### config.mk
export PLATFORM = sky130hd
export DESIGN_NAME = uart_cmd_rx
export DESIGN_NICKNAME = d
export VERILOG_FILES = /design/src/rtl/radiometer_pkg.sv /design/src/rtl/uart_rx.sv /design/src/rtl/uart_cmd_rx.sv
export SDC_FILE = /design/constraint.sdc
export NUM_CORES = 1
export LEC_CHECK = 0
export BUFFER_PORTS_ARGS = -buffer_cell sky130_fd_sc_hd__buf_2
export CORE_MARGIN = 4
export CORE_UTILIZATION = 40
export CTS_CLUSTER_DIAMETER = 200
export CTS_CLUSTER_SIZE = 16
export DETAILED_ROUTE_END_ITERATION = 16
export PLACE_DENSITY_LB_ADDON = 0.05
export SLEW_MARGIN = 20
export SYNTH_ARGS = -nofsm -noshare
export SYNTH_HDL_FRONTEND = slang
export SYNTH_HIERARCHICAL = 1
export SYNTH_SLANG_ARGS = --single-unit
### constraint.sdc
create_clock -name clk -period 4.4 [get_ports clk]
set_input_delay 0.66 -clock clk [delete_from_list [all_inputs] [get_ports clk]]
set_output_delay 0.66 -clock clk [all_outputs]
set_load 0.05 [all_outputs]
### src/rtl/radiometer_pkg.sv
// Shared definitions for the radiometer command link: sync byte, FSM encodings,
// command register map and the packet checksum helper.
package radiometer_pkg;

  localparam logic [7:0] SYNC_BYTE  = 8'hA5;

  // Command register address map
  localparam logic [7:0] REG_CTRL   = 8'h01;
  localparam logic [7:0] REG_GAIN   = 8'h02;
  localparam logic [7:0] REG_OFFSET = 8'h03;
  localparam logic [7:0] REG_INTEG  = 8'h04;

  typedef enum logic [1:0] {
    IDLE  = 2'd0,
    START = 2'd1,
    DATA  = 2'd2,
    STOP  = 2'd3
  } byte_state_t;

  typedef enum logic [2:0] {
    P_SYNC = 3'd0,
    P_ADDR = 3'd1,
    P_DHI  = 3'd2,
    P_DLO  = 3'd3,
    P_CHK  = 3'd4
  } parser_state_t;

  function automatic logic [7:0] cmd_checksum(input logic [7:0] addr,
                                               input logic [7:0] data_hi,
                                               input logic [7:0] data_lo);
    return addr ^ data_hi ^ data_lo;
  endfunction

endpackage

### src/rtl/uart_rx.sv
// Bit-level UART receiver: synchronizes the pin, samples mid-bit and reports
// each character with byte_valid, or frame_err when the stop bit is low.
module uart_rx
  import radiometer_pkg::*;
#(
  parameter int CLK_HZ       = 32'd100_000_000,
  parameter int BIT_RATE     = 32'd115_200,
  parameter int PAYLOAD_BITS = 32'd8
) (
  input  logic                    clk,
  input  logic                    resetn,
  input  logic                    uart_rxd,
  output logic                    byte_valid,
  output logic [PAYLOAD_BITS-1:0] byte_data,
  output logic                    frame_err,
  output logic                    busy
);

  localparam int CYCLES_PER_BIT = CLK_HZ / BIT_RATE;
  localparam int HALF_PERIOD    = CYCLES_PER_BIT / 2;
  localparam int CNT_W          = $clog2(CYCLES_PER_BIT + 1);
  localparam int BIT_W          = $clog2(PAYLOAD_BITS + 1);

  logic                    rxd_meta_r, rxd_sync_r, rxd_prev_r;
  byte_state_t             state_r, state_nxt_s;
  logic [CNT_W-1:0]        cnt_r, cnt_nxt_s;
  logic [BIT_W-1:0]        bit_cnt_r, bit_cnt_nxt_s;
  logic [PAYLOAD_BITS-1:0] shift_r, shift_nxt_s;
  logic                    hold_r, hold_nxt_s;
  logic                    valid_r, valid_nxt_s;
  logic                    ferr_r, ferr_nxt_s;

  // Two-flop synchronizer plus a delayed copy for falling-edge detection
  always_ff @(posedge clk or negedge resetn) begin
    if (!resetn) begin
      rxd_meta_r <= 1'b1;
      rxd_sync_r <= 1'b1;
      rxd_prev_r <= 1'b1;
    end else begin
      rxd_meta_r <= uart_rxd;
      rxd_sync_r <= rxd_meta_r;
      rxd_prev_r <= rxd_sync_r;
    end
  end

  // Byte FSM state, counters and registered pulses
  always_ff @(posedge clk or negedge resetn) begin
    if (!resetn) begin
      state_r   <= IDLE;
      cnt_r     <= {CNT_W{1'b0}};
      bit_cnt_r <= {BIT_W{1'b0}};
      shift_r   <= {PAYLOAD_BITS{1'b0}};
      hold_r    <= 1'b0;
      valid_r   <= 1'b0;
      ferr_r    <= 1'b0;
    end else begin
      state_r   <= state_nxt_s;
      cnt_r     <= cnt_nxt_s;
      bit_cnt_r <= bit_cnt_nxt_s;
      shift_r   <= shift_nxt_s;
      hold_r    <= hold_nxt_s;
      valid_r   <= valid_nxt_s;
      ferr_r    <= ferr_nxt_s;
    end
  end

  // Byte FSM next-state logic; hold_r keeps STOP parked until the line recovers
  always_comb begin
    state_nxt_s   = state_r;
    cnt_nxt_s     = cnt_r;
    bit_cnt_nxt_s = bit_cnt_r;
    shift_nxt_s   = shift_r;
    hold_nxt_s    = hold_r;
    valid_nxt_s   = 1'b0;
    ferr_nxt_s    = 1'b0;
    case (state_r)
      IDLE: begin
        cnt_nxt_s     = {CNT_W{1'b0}};
        bit_cnt_nxt_s = {BIT_W{1'b0}};
        hold_nxt_s    = 1'b0;
        if (rxd_prev_r && !rxd_sync_r) begin
          state_nxt_s = START;
        end else begin
          state_nxt_s = IDLE;
        end
      end
      START: begin
        if (cnt_r == CNT_W'(HALF_PERIOD - 1)) begin
          cnt_nxt_s = {CNT_W{1'b0}};
          if (rxd_sync_r) begin
            state_nxt_s = IDLE;
          end else begin
            state_nxt_s = DATA;
          end
        end else begin
          cnt_nxt_s = cnt_r + 1'b1;
        end
      end
      DATA: begin
        if (cnt_r == CNT_W'(CYCLES_PER_BIT - 1)) begin
          cnt_nxt_s   = {CNT_W{1'b0}};
          shift_nxt_s = {rxd_sync_r, shift_r[PAYLOAD_BITS-1:1]};
          if (bit_cnt_r == BIT_W'(PAYLOAD_BITS - 1)) begin
            bit_cnt_nxt_s = {BIT_W{1'b0}};
            state_nxt_s   = STOP;
          end else begin
            bit_cnt_nxt_s = bit_cnt_r + 1'b1;
          end
        end else begin
          cnt_nxt_s = cnt_r + 1'b1;
        end
      end
      STOP: begin
        if (hold_r) begin
          if (rxd_sync_r) begin
            hold_nxt_s  = 1'b0;
            state_nxt_s = IDLE;
          end else begin
            state_nxt_s = STOP;
          end
        end else if (cnt_r == CNT_W'(CYCLES_PER_BIT - 1)) begin
          cnt_nxt_s = {CNT_W{1'b0}};
          if (rxd_sync_r) begin
            valid_nxt_s = 1'b1;
            state_nxt_s = IDLE;
          end else begin
            ferr_nxt_s = 1'b1;
            hold_nxt_s = 1'b1;
          end
        end else begin
          cnt_nxt_s = cnt_r + 1'b1;
        end
      end
      default: begin
        state_nxt_s = IDLE;
      end
    endcase
  end

  assign byte_valid = valid_r;
  assign byte_data  = shift_r;
  assign frame_err  = ferr_r;
  assign busy       = (state_r != IDLE);

endmodule

### src/rtl/uart_cmd_rx.sv
// UART command receiver: turns A5/addr/data_hi/data_lo/checksum packets into
// register write commands, flagging framing and checksum errors.
module uart_cmd_rx
  import radiometer_pkg::*;
#(
  parameter int CLK_HZ       = 32'd100_000_000,
  parameter int BIT_RATE     = 32'd115_200,
  parameter int PAYLOAD_BITS = 32'd8,
  parameter int GAP_BITS     = 32'd16
) (
  input  logic        clk,
  input  logic        resetn,
  input  logic        uart_rxd,
  output logic        cmd_valid,
  output logic [7:0]  cmd_addr,
  output logic [15:0] cmd_data,
  output logic        frame_err,
  output logic        chk_err,
  output logic        rx_busy
);

  localparam int CYCLES_PER_BIT = CLK_HZ / BIT_RATE;
  localparam int GAP_LIMIT      = GAP_BITS * CYCLES_PER_BIT;
  localparam int GAP_W          = $clog2(GAP_LIMIT + 1);

  logic                    byte_valid_s, byte_ferr_s, byte_busy_s;
  logic [PAYLOAD_BITS-1:0] byte_data_s;
  logic [7:0]              byte8_s;

  parser_state_t pstate_r, pstate_nxt_s;
  logic [7:0]    addr_r, addr_nxt_s, dhi_r, dhi_nxt_s, dlo_r, dlo_nxt_s;
  logic [7:0]    cmd_addr_r, cmd_addr_nxt_s;
  logic [15:0]   cmd_data_r, cmd_data_nxt_s;
  logic          cmd_valid_r, cmd_valid_nxt_s, chk_err_r, chk_err_nxt_s;
  logic [GAP_W-1:0] gap_cnt_r, gap_cnt_nxt_s;

  uart_rx #(
    .CLK_HZ      (CLK_HZ),
    .BIT_RATE    (BIT_RATE),
    .PAYLOAD_BITS(PAYLOAD_BITS)
  ) u_uart_rx (
    .clk       (clk),
    .resetn    (resetn),
    .uart_rxd  (uart_rxd),
    .byte_valid(byte_valid_s),
    .byte_data (byte_data_s),
    .frame_err (byte_ferr_s),
    .busy      (byte_busy_s)
  );

  assign byte8_s = 8'(byte_data_s);

  // Parser state, captured fields and registered command outputs
  always_ff @(posedge clk or negedge resetn) begin
    if (!resetn) begin
      pstate_r    <= P_SYNC;
      addr_r      <= 8'h00;
      dhi_r       <= 8'h00;
      dlo_r       <= 8'h00;
      cmd_addr_r  <= 8'h00;
      cmd_data_r  <= 16'h0000;
      cmd_valid_r <= 1'b0;
      chk_err_r   <= 1'b0;
      gap_cnt_r   <= {GAP_W{1'b0}};
    end else begin
      pstate_r    <= pstate_nxt_s;
      addr_r      <= addr_nxt_s;
      dhi_r       <= dhi_nxt_s;
      dlo_r       <= dlo_nxt_s;
      cmd_addr_r  <= cmd_addr_nxt_s;
      cmd_data_r  <= cmd_data_nxt_s;
      cmd_valid_r <= cmd_valid_nxt_s;
      chk_err_r   <= chk_err_nxt_s;
      gap_cnt_r   <= gap_cnt_nxt_s;
    end
  end

  // Packet parser; framing errors and idle gaps abandon a partial packet
  always_comb begin
    pstate_nxt_s    = pstate_r;
    addr_nxt_s      = addr_r;
    dhi_nxt_s       = dhi_r;
    dlo_nxt_s       = dlo_r;
    cmd_addr_nxt_s  = cmd_addr_r;
    cmd_data_nxt_s  = cmd_data_r;
    cmd_valid_nxt_s = 1'b0;
    chk_err_nxt_s   = 1'b0;
    if ((pstate_r == P_SYNC) || byte_busy_s) begin
      gap_cnt_nxt_s = {GAP_W{1'b0}};
    end else begin
      gap_cnt_nxt_s = gap_cnt_r + 1'b1;
    end
    if (byte_ferr_s) begin
      pstate_nxt_s  = P_SYNC;
      gap_cnt_nxt_s = {GAP_W{1'b0}};
    end else if (byte_valid_s) begin
      gap_cnt_nxt_s = {GAP_W{1'b0}};
      case (pstate_r)
        P_SYNC: begin
          if (byte8_s == SYNC_BYTE) begin
            pstate_nxt_s = P_ADDR;
          end else begin
            pstate_nxt_s = P_SYNC;
          end
        end
        P_ADDR: begin
          addr_nxt_s   = byte8_s;
          pstate_nxt_s = P_DHI;
        end
        P_DHI: begin
          dhi_nxt_s    = byte8_s;
          pstate_nxt_s = P_DLO;
        end
        P_DLO: begin
          dlo_nxt_s    = byte8_s;
          pstate_nxt_s = P_CHK;
        end
        P_CHK: begin
          pstate_nxt_s = P_SYNC;
          if (byte8_s == cmd_checksum(addr_r, dhi_r, dlo_r)) begin
            cmd_addr_nxt_s  = addr_r;
            cmd_data_nxt_s  = {dhi_r, dlo_r};
            cmd_valid_nxt_s = 1'b1;
          end else begin
            chk_err_nxt_s = 1'b1;
          end
        end
        default: begin
          pstate_nxt_s = P_SYNC;
        end
      endcase
    end else if ((pstate_r != P_SYNC) && (gap_cnt_r >= GAP_W'(GAP_LIMIT))) begin
      pstate_nxt_s  = P_SYNC;
      gap_cnt_nxt_s = {GAP_W{1'b0}};
    end else begin
      pstate_nxt_s = pstate_r;
    end
  end

  assign cmd_valid = cmd_valid_r;
  assign cmd_addr  = cmd_addr_r;
  assign cmd_data  = cmd_data_r;
  assign chk_err   = chk_err_r;
  assign frame_err = byte_ferr_s;
  assign rx_busy   = byte_busy_s | (pstate_r != P_SYNC);

endmodule

* Yosys cells after proc, flatten, opt, wreduce, memory -nomap -nowiden
Index checks and enable logic that the tools add are counted.
Cells by class: equal/unequal tests 18, magnitude comparators 1, muxes and demuxes 44, $add $sub $neg 3, reduce and logical (&&, ||, !) cells 18, bitwise logic cells 4
Operators by type and width (number):
- $mux W14 | 4
- $pmux W10 S4 | 1
- $mux W10 | 3
- $mux W1 | 19
- $mux W2 | 8
- $xor A8 B8 Y8 | 2
- $add A14 B1 Y14 const B | 1
- $ge A14 B14 Y1 const B | 1
- $pmux W3 S4 | 1
- $add A10 B1 Y10 const B | 1
- $eq A10 B10 Y1 const B | 1
- $eq A10 B9 Y1 const B | 1
- $mux W3 | 3
- $reduce_and A3 Y1 | 3
- $eq A8 B8 Y1 | 1
- $eq A8 B8 Y1 const B | 1
- $mux W4 | 2
- $pmux W2 S4 | 1
- $pmux W4 S2 | 1
- $eq A3 B2 Y1 const B | 2
- $ne A2 B1 Y1 const B | 3
- $ne A3 B1 Y1 const B | 2
- $reduce_bool A2 Y1 | 3
- $reduce_bool A3 Y1 | 2
- other kinds (18) | 21
Storage, ports and cells: input bits 3, flip-flop bits (word level) 97, word-level logic and storage cells 107

* Logic depth before layout (Yosys ltp)
depth in word-level cells 7, gate-level depth with buffers 7, mapped depth without buffers 6

* Hierarchy
The synthesis kept the hierarchy.
Modules (own cells, without submodules):
- uart_cmd_rx | area an instance 2935.3 um^2, times used 1, cells an instance 226
- uart_rx | area an instance 1546.5 um^2, times used 1, cells an instance 135

* Worst setup path before layout
No wires, ideal clock.
path type reg-to-reg, from register u_uart_rx.ferr_r (netlist: u_uart_rx/frame_err), to register cmd_data_r[10] (netlist: cmd_data[10]), path slack 2.235 ns, arrival 2.041 ns, buffers on the path 1, stages on the path, launching flop included 5, cells stage by stage dfrtp_1 > or4_4 > nor3_4 > buf_6 > mux2_2
Between the ends: cells in the longest elaborated chain, start to end 2
Ends and longest elaborated chain:
- start, declared | RTL line uart_rx.sv:31 | logic ferr_r, ferr_nxt_s;
- start signal, assigned | RTL line uart_rx.sv:63 | ferr_r <= ferr_nxt_s;
- $not A1 Y1 (no line)
- $reduce_and A4 Y1 (no line)
- end signal, assigned | RTL line uart_cmd_rx.sv:71 | cmd_data_r <= cmd_data_nxt_s;
- end, declared | RTL line uart_cmd_rx.sv:33 | logic [15:0] cmd_data_r, cmd_data_nxt_s;
Every way passes these cells. A chain may end at the register's enable or synchronous reset.

* Worst setup path after layout
from register u_uart_rx.shift_r[6] (netlist: u_uart_rx/byte_data[6]), to register cmd_data_r[2] (netlist: cmd_data[2])
Between the ends: cells in the longest elaborated chain, start to end 2
Ends and longest elaborated chain:
- start, declared | RTL line uart_rx.sv:28 | logic [PAYLOAD_BITS-1:0] shift_r, shift_nxt_s;
- start signal, assigned | RTL line uart_rx.sv:52 | shift_r <= {PAYLOAD_BITS{1'b0}};
- start signal, assigned | RTL line uart_rx.sv:60 | shift_r <= shift_nxt_s;
- $eq A8 B8 Y1 | RTL line uart_cmd_rx.sv:120 | if (byte8_s == cmd_checksum(addr_r, dhi_r, dlo_r)) begin
- $reduce_and A4 Y1 (no line)
Every way passes these cells.

==> flow_metrics.tcl <==
set metrics [dict create \
    status "complete, no violations" \
    fin_nets 409 \
    synth_edf_count 0 \
    pwr-share-clk_pct 35.3 \
    swShare_pct 25.8 \
    synthArstFlopShare_pct 100 \
    die_h_um 114 \
    antenna_cells 0 \
    critPathBufInv 1 \
    ys_ff_latch 97 \
    ys_types 50 \
    finalPower_mw 1.64 \
    finalHoldWorstSlack_ps 360 \
    grt_pass1_vias 2805 \
    num_vias 2734 \
    grt_use_met1_pct 19.3 \
    p_seq_share_pct 55.7 \
    cts_resized 0 \
    dr.pass1.iters 4 \
    synth_top_area_cell "dfrtp_1" \
    post_cts.repair.setup_buffers 0 \
    synth_flop_cell "dfrtp_1" \
    worstSetupStartpoint "u_uart_rx/byte_data[6]$_DFFE_PN0P_" \
    p_int_mw 1.21 \
    synthTopCellsByArea "dfrtp_1 (52%), mux2_2 (12%), xnor2_1 (5.1%), xor2_1 (2.7%), ha_1 (2.5%)" \
    path_max_fanout 15 \
    rows 38 \
    cp_top_family "simple AND/OR/NAND/NOR gates" \
    endpoint_kind "flop" \
    die_x_um 114 \
    ys_warn_count 6 \
    cp_slowest_cell "nor3_4" \
    yosysTopAreaCellShare_pct 52.5 \
    fin_ws_ps 1970 \
    clk_latency_ps 350 \
    hold_path_class "reg2reg" \
    slew_headroom_pct 36.5 \
    path_clk_slew_ps 100 \
    endpoint "cmd_data[2]$_DFFE_PN0P_" \
    synth_common_cells "dfrtp_1 (94), mux2_2 (46), xnor2_1 (26)" \
    cp.depth 6 \
    wirelength_mm 8.20 \
    cts_tree "built" \
    leakage_nw 2.38 \
    antenna_found_initial 0 \
    grt_pass1_wl_mm 14.4 \
    r2r_start "u_uart_rx/byte_data[6]$_DFFE_PN0P_" \
    critical_path_class "reg2reg" \
    post-route-drc-count 0 \
    syn_area_um2 4480 \
    startpoint_type "flop" \
    start_util_pct 41.2 \
    rsz0062_at_grt "false" \
    post-synth-top-count-cell "dfrtp_1" \
    grt_usage_pct 13.8 \
    syn2layout_area_growth_pct 10.7 \
    required_ps 4640 \
    syn_inst 361 \
    finalSetupViolCount 0 \
    top_usage_layer "met2" \
    ff2ff_setup_slack_ps 1970 \
    gr-total-overflow 0 \
    comb_power_share_pct 9.0 \
    ff2ff_path_depth 6 \
    finClkSkew_ps 13.0 \
    cts_buffer_depth 2 \
    cts-buffers-inserted 9 \
    grt_max_degree 64 \
    cts_root_buf "clkbuf_8" \
    netSwitchingPower_mw 0.422 \
    min_period_ps 2430 \
    path_cells "xnor2_1 -> xnor2_1 -> nand4_1 -> nor3_4 -> buf_4 -> mux2_2" \
    coreArea_um2 10900 \
    fin_area_um2 4960 \
    wl_per_cell_um 15.2 \
    hold_viol 0 \
    syn_nets 373 \
    ant_nets 0 \
    io_pins 31 \
    clkSinkCount 97 \
    multiInputGateArea_um2 1940 \
    min_period_over_period_pct 55.2 \
    cts_hold_buf 0 \
    fillers 1031 \
    setup_tns_ps 0 \
    dp_slack_ps 1940 \
    arrival_ps 2670 \
    seq_area_frac_synth_pct 54.2 \
    syn_avg_cell_area_um2 12.4 \
    drive_gt1_share_pct 26.2 \
    place_congestion 0.764 \
    die_area_um2 13000 \
    max_freq_mhz 412 \
    port_buffers 30 \
    seq_area_um2 2430 \
    slowest_delay_ps 550 \
    drt-vias-per-instance 5.05 \
    postPlaceCellArea_um2 4770 \
    dpl.hpwl_mm 5.56 \
    ctsHtreeMaxLevel 3 \
    drt_iter0_markers 103 \
    ir_drop_mv 0.137 \
    met2_usage_pct 21.6 \
    grt_use_met3_pct 2.81 \
    reg2reg_to "cmd_data[2]$_DFFE_PN0P_" \
    power_density_nw_per_um2 330 \
    worst_pin_slew_ps 946 \
    drv_cap 0 \
    drv_slew 0 \
    cp_common_cell "xnor2_1" \
]
-- placed cells by master, fill, tap and decap left out, types with 2 or more instances in the layout --
cell type / n
a21boi_0: 2
a21oi_1: 11
a31oi_1: 4
and2_1: 2
and3_1: 3
and4b_1: 2
buf_2: 29
buf_4: 3
clkbuf_8: 9
dfrtp_1: 94
dfstp_2: 3
ha_1: 9
inv_1: 15
inv_6: 2
mux2_1: 10
mux2_2: 46
nand2_1: 15
nand2b_1: 3
nand3_1: 13
nand4_1: 9
nand4_4: 2
nor2_1: 22
nor2b_1: 2
nor3_1: 4
nor3b_1: 3
nor4_1: 2
nor4bb_1: 2
o21ai_0: 11
o22ai_1: 2
o31ai_1: 2
or3_1: 3
xnor2_1: 26
xor2_1: 14
-- worst min-delay path by stage --
stage | from | endpoint | cells past startpoint
after global placement | u_uart_rx/rxd_meta_r$_DFF_PN1_ | u_uart_rx/rxd_sync_r$_DFF_PN1_ | 0
final | u_uart_rx/rxd_meta_r$_DFF_PN1_ | u_uart_rx/rxd_sync_r$_DFF_PN1_ | 0
after global routing | u_uart_rx/rxd_meta_r$_DFF_PN1_ | u_uart_rx/rxd_sync_r$_DFF_PN1_ | 0
after floorplan | u_uart_rx/rxd_meta_r$_DFF_PN1_ | u_uart_rx/rxd_sync_r$_DFF_PN1_ | 0
after CTS | u_uart_rx/rxd_meta_r$_DFF_PN1_ | u_uart_rx/rxd_sync_r$_DFF_PN1_ | 0
after detailed placement | u_uart_rx/rxd_meta_r$_DFF_PN1_ | u_uart_rx/rxd_sync_r$_DFF_PN1_ | 0
-- area by class of cell --
class	instances	share of cell area, %
Clock buffer	10	2.57
Timing Repair Buffer	32	3.38
Sequential cell	97	49.0
Multi-Input combinational cell	242	39.1
Clock inverter	5	1.29
Tap cell	140	3.53
Inverter	15	1.13
-- state kept, by name, summed over array words and instances, names as in the netlist, 3 cells and up --
register,flops
cmd_data,16
gap_cnt_r,14
u_uart_rx/cnt_r,10
addr_r,8
cmd_addr,8
dhi_r,8
dlo_r,8
u_uart_rx/byte_data,8
u_uart_rx/bit_cnt_r,4
pstate_r,3
-- per-layer routing --
layer | vias up | wire length, um
met2 | 30 | 3750
li1 | 1354 | -
met5 | - | 0
met3 | 9 | 258
met4 | 0 | 112
met1 | 1341 | 4080
-- kinds of logic after synthesis --
group                      Yosys count  synth area share [%]
AOI/OAI and AO/OA                   42                  6.25
and+or+nand+nor                     94                  12.4
buffers and inverters               22                  2.46
muxes                               57                  14.3
adders and majority gates            9                  2.51
DFF                                 97                  54.2
xor gates and xnor gates            40                  7.82
-- worst reg2reg max path: cells and delay by family (launching register included) --
| kind | cells | cell delay, ps |
|---|---|---|
| flip-flops | 1 | 460 |
| buffers and inverters | 1 | 360 |
| multiplexers | 1 | 380 |
| XOR/XNOR | 2 | 370 |
| AND/OR/NAND/NOR | 2 | 740 |
-- power groups by stage --
| stage | registers (mW) | clock network (mW) | logic (mW) |
|---|---|---|---|
| after CTS | 0.911 | 0.606 | 0.151 |
| after detailed placement | 0.929 | 0 | 0.151 |
| after global routing | 0.913 | 0.642 | 0.166 |
| after floorplan | 0.926 | 0 | 0.102 |
| after global placement | 0.928 | 0 | 0.150 |
| final | 0.911 | 0.578 | 0.147 |
-- per-stage QoR --
step                cells  utilization, %
floorplan             361               -
global placement      526            43.8
detailed placement    526            43.8
CTS                   541            45.6
global route          541            45.6
finish                541            45.6
Note: power is estimated with default switching activity, not from simulation.
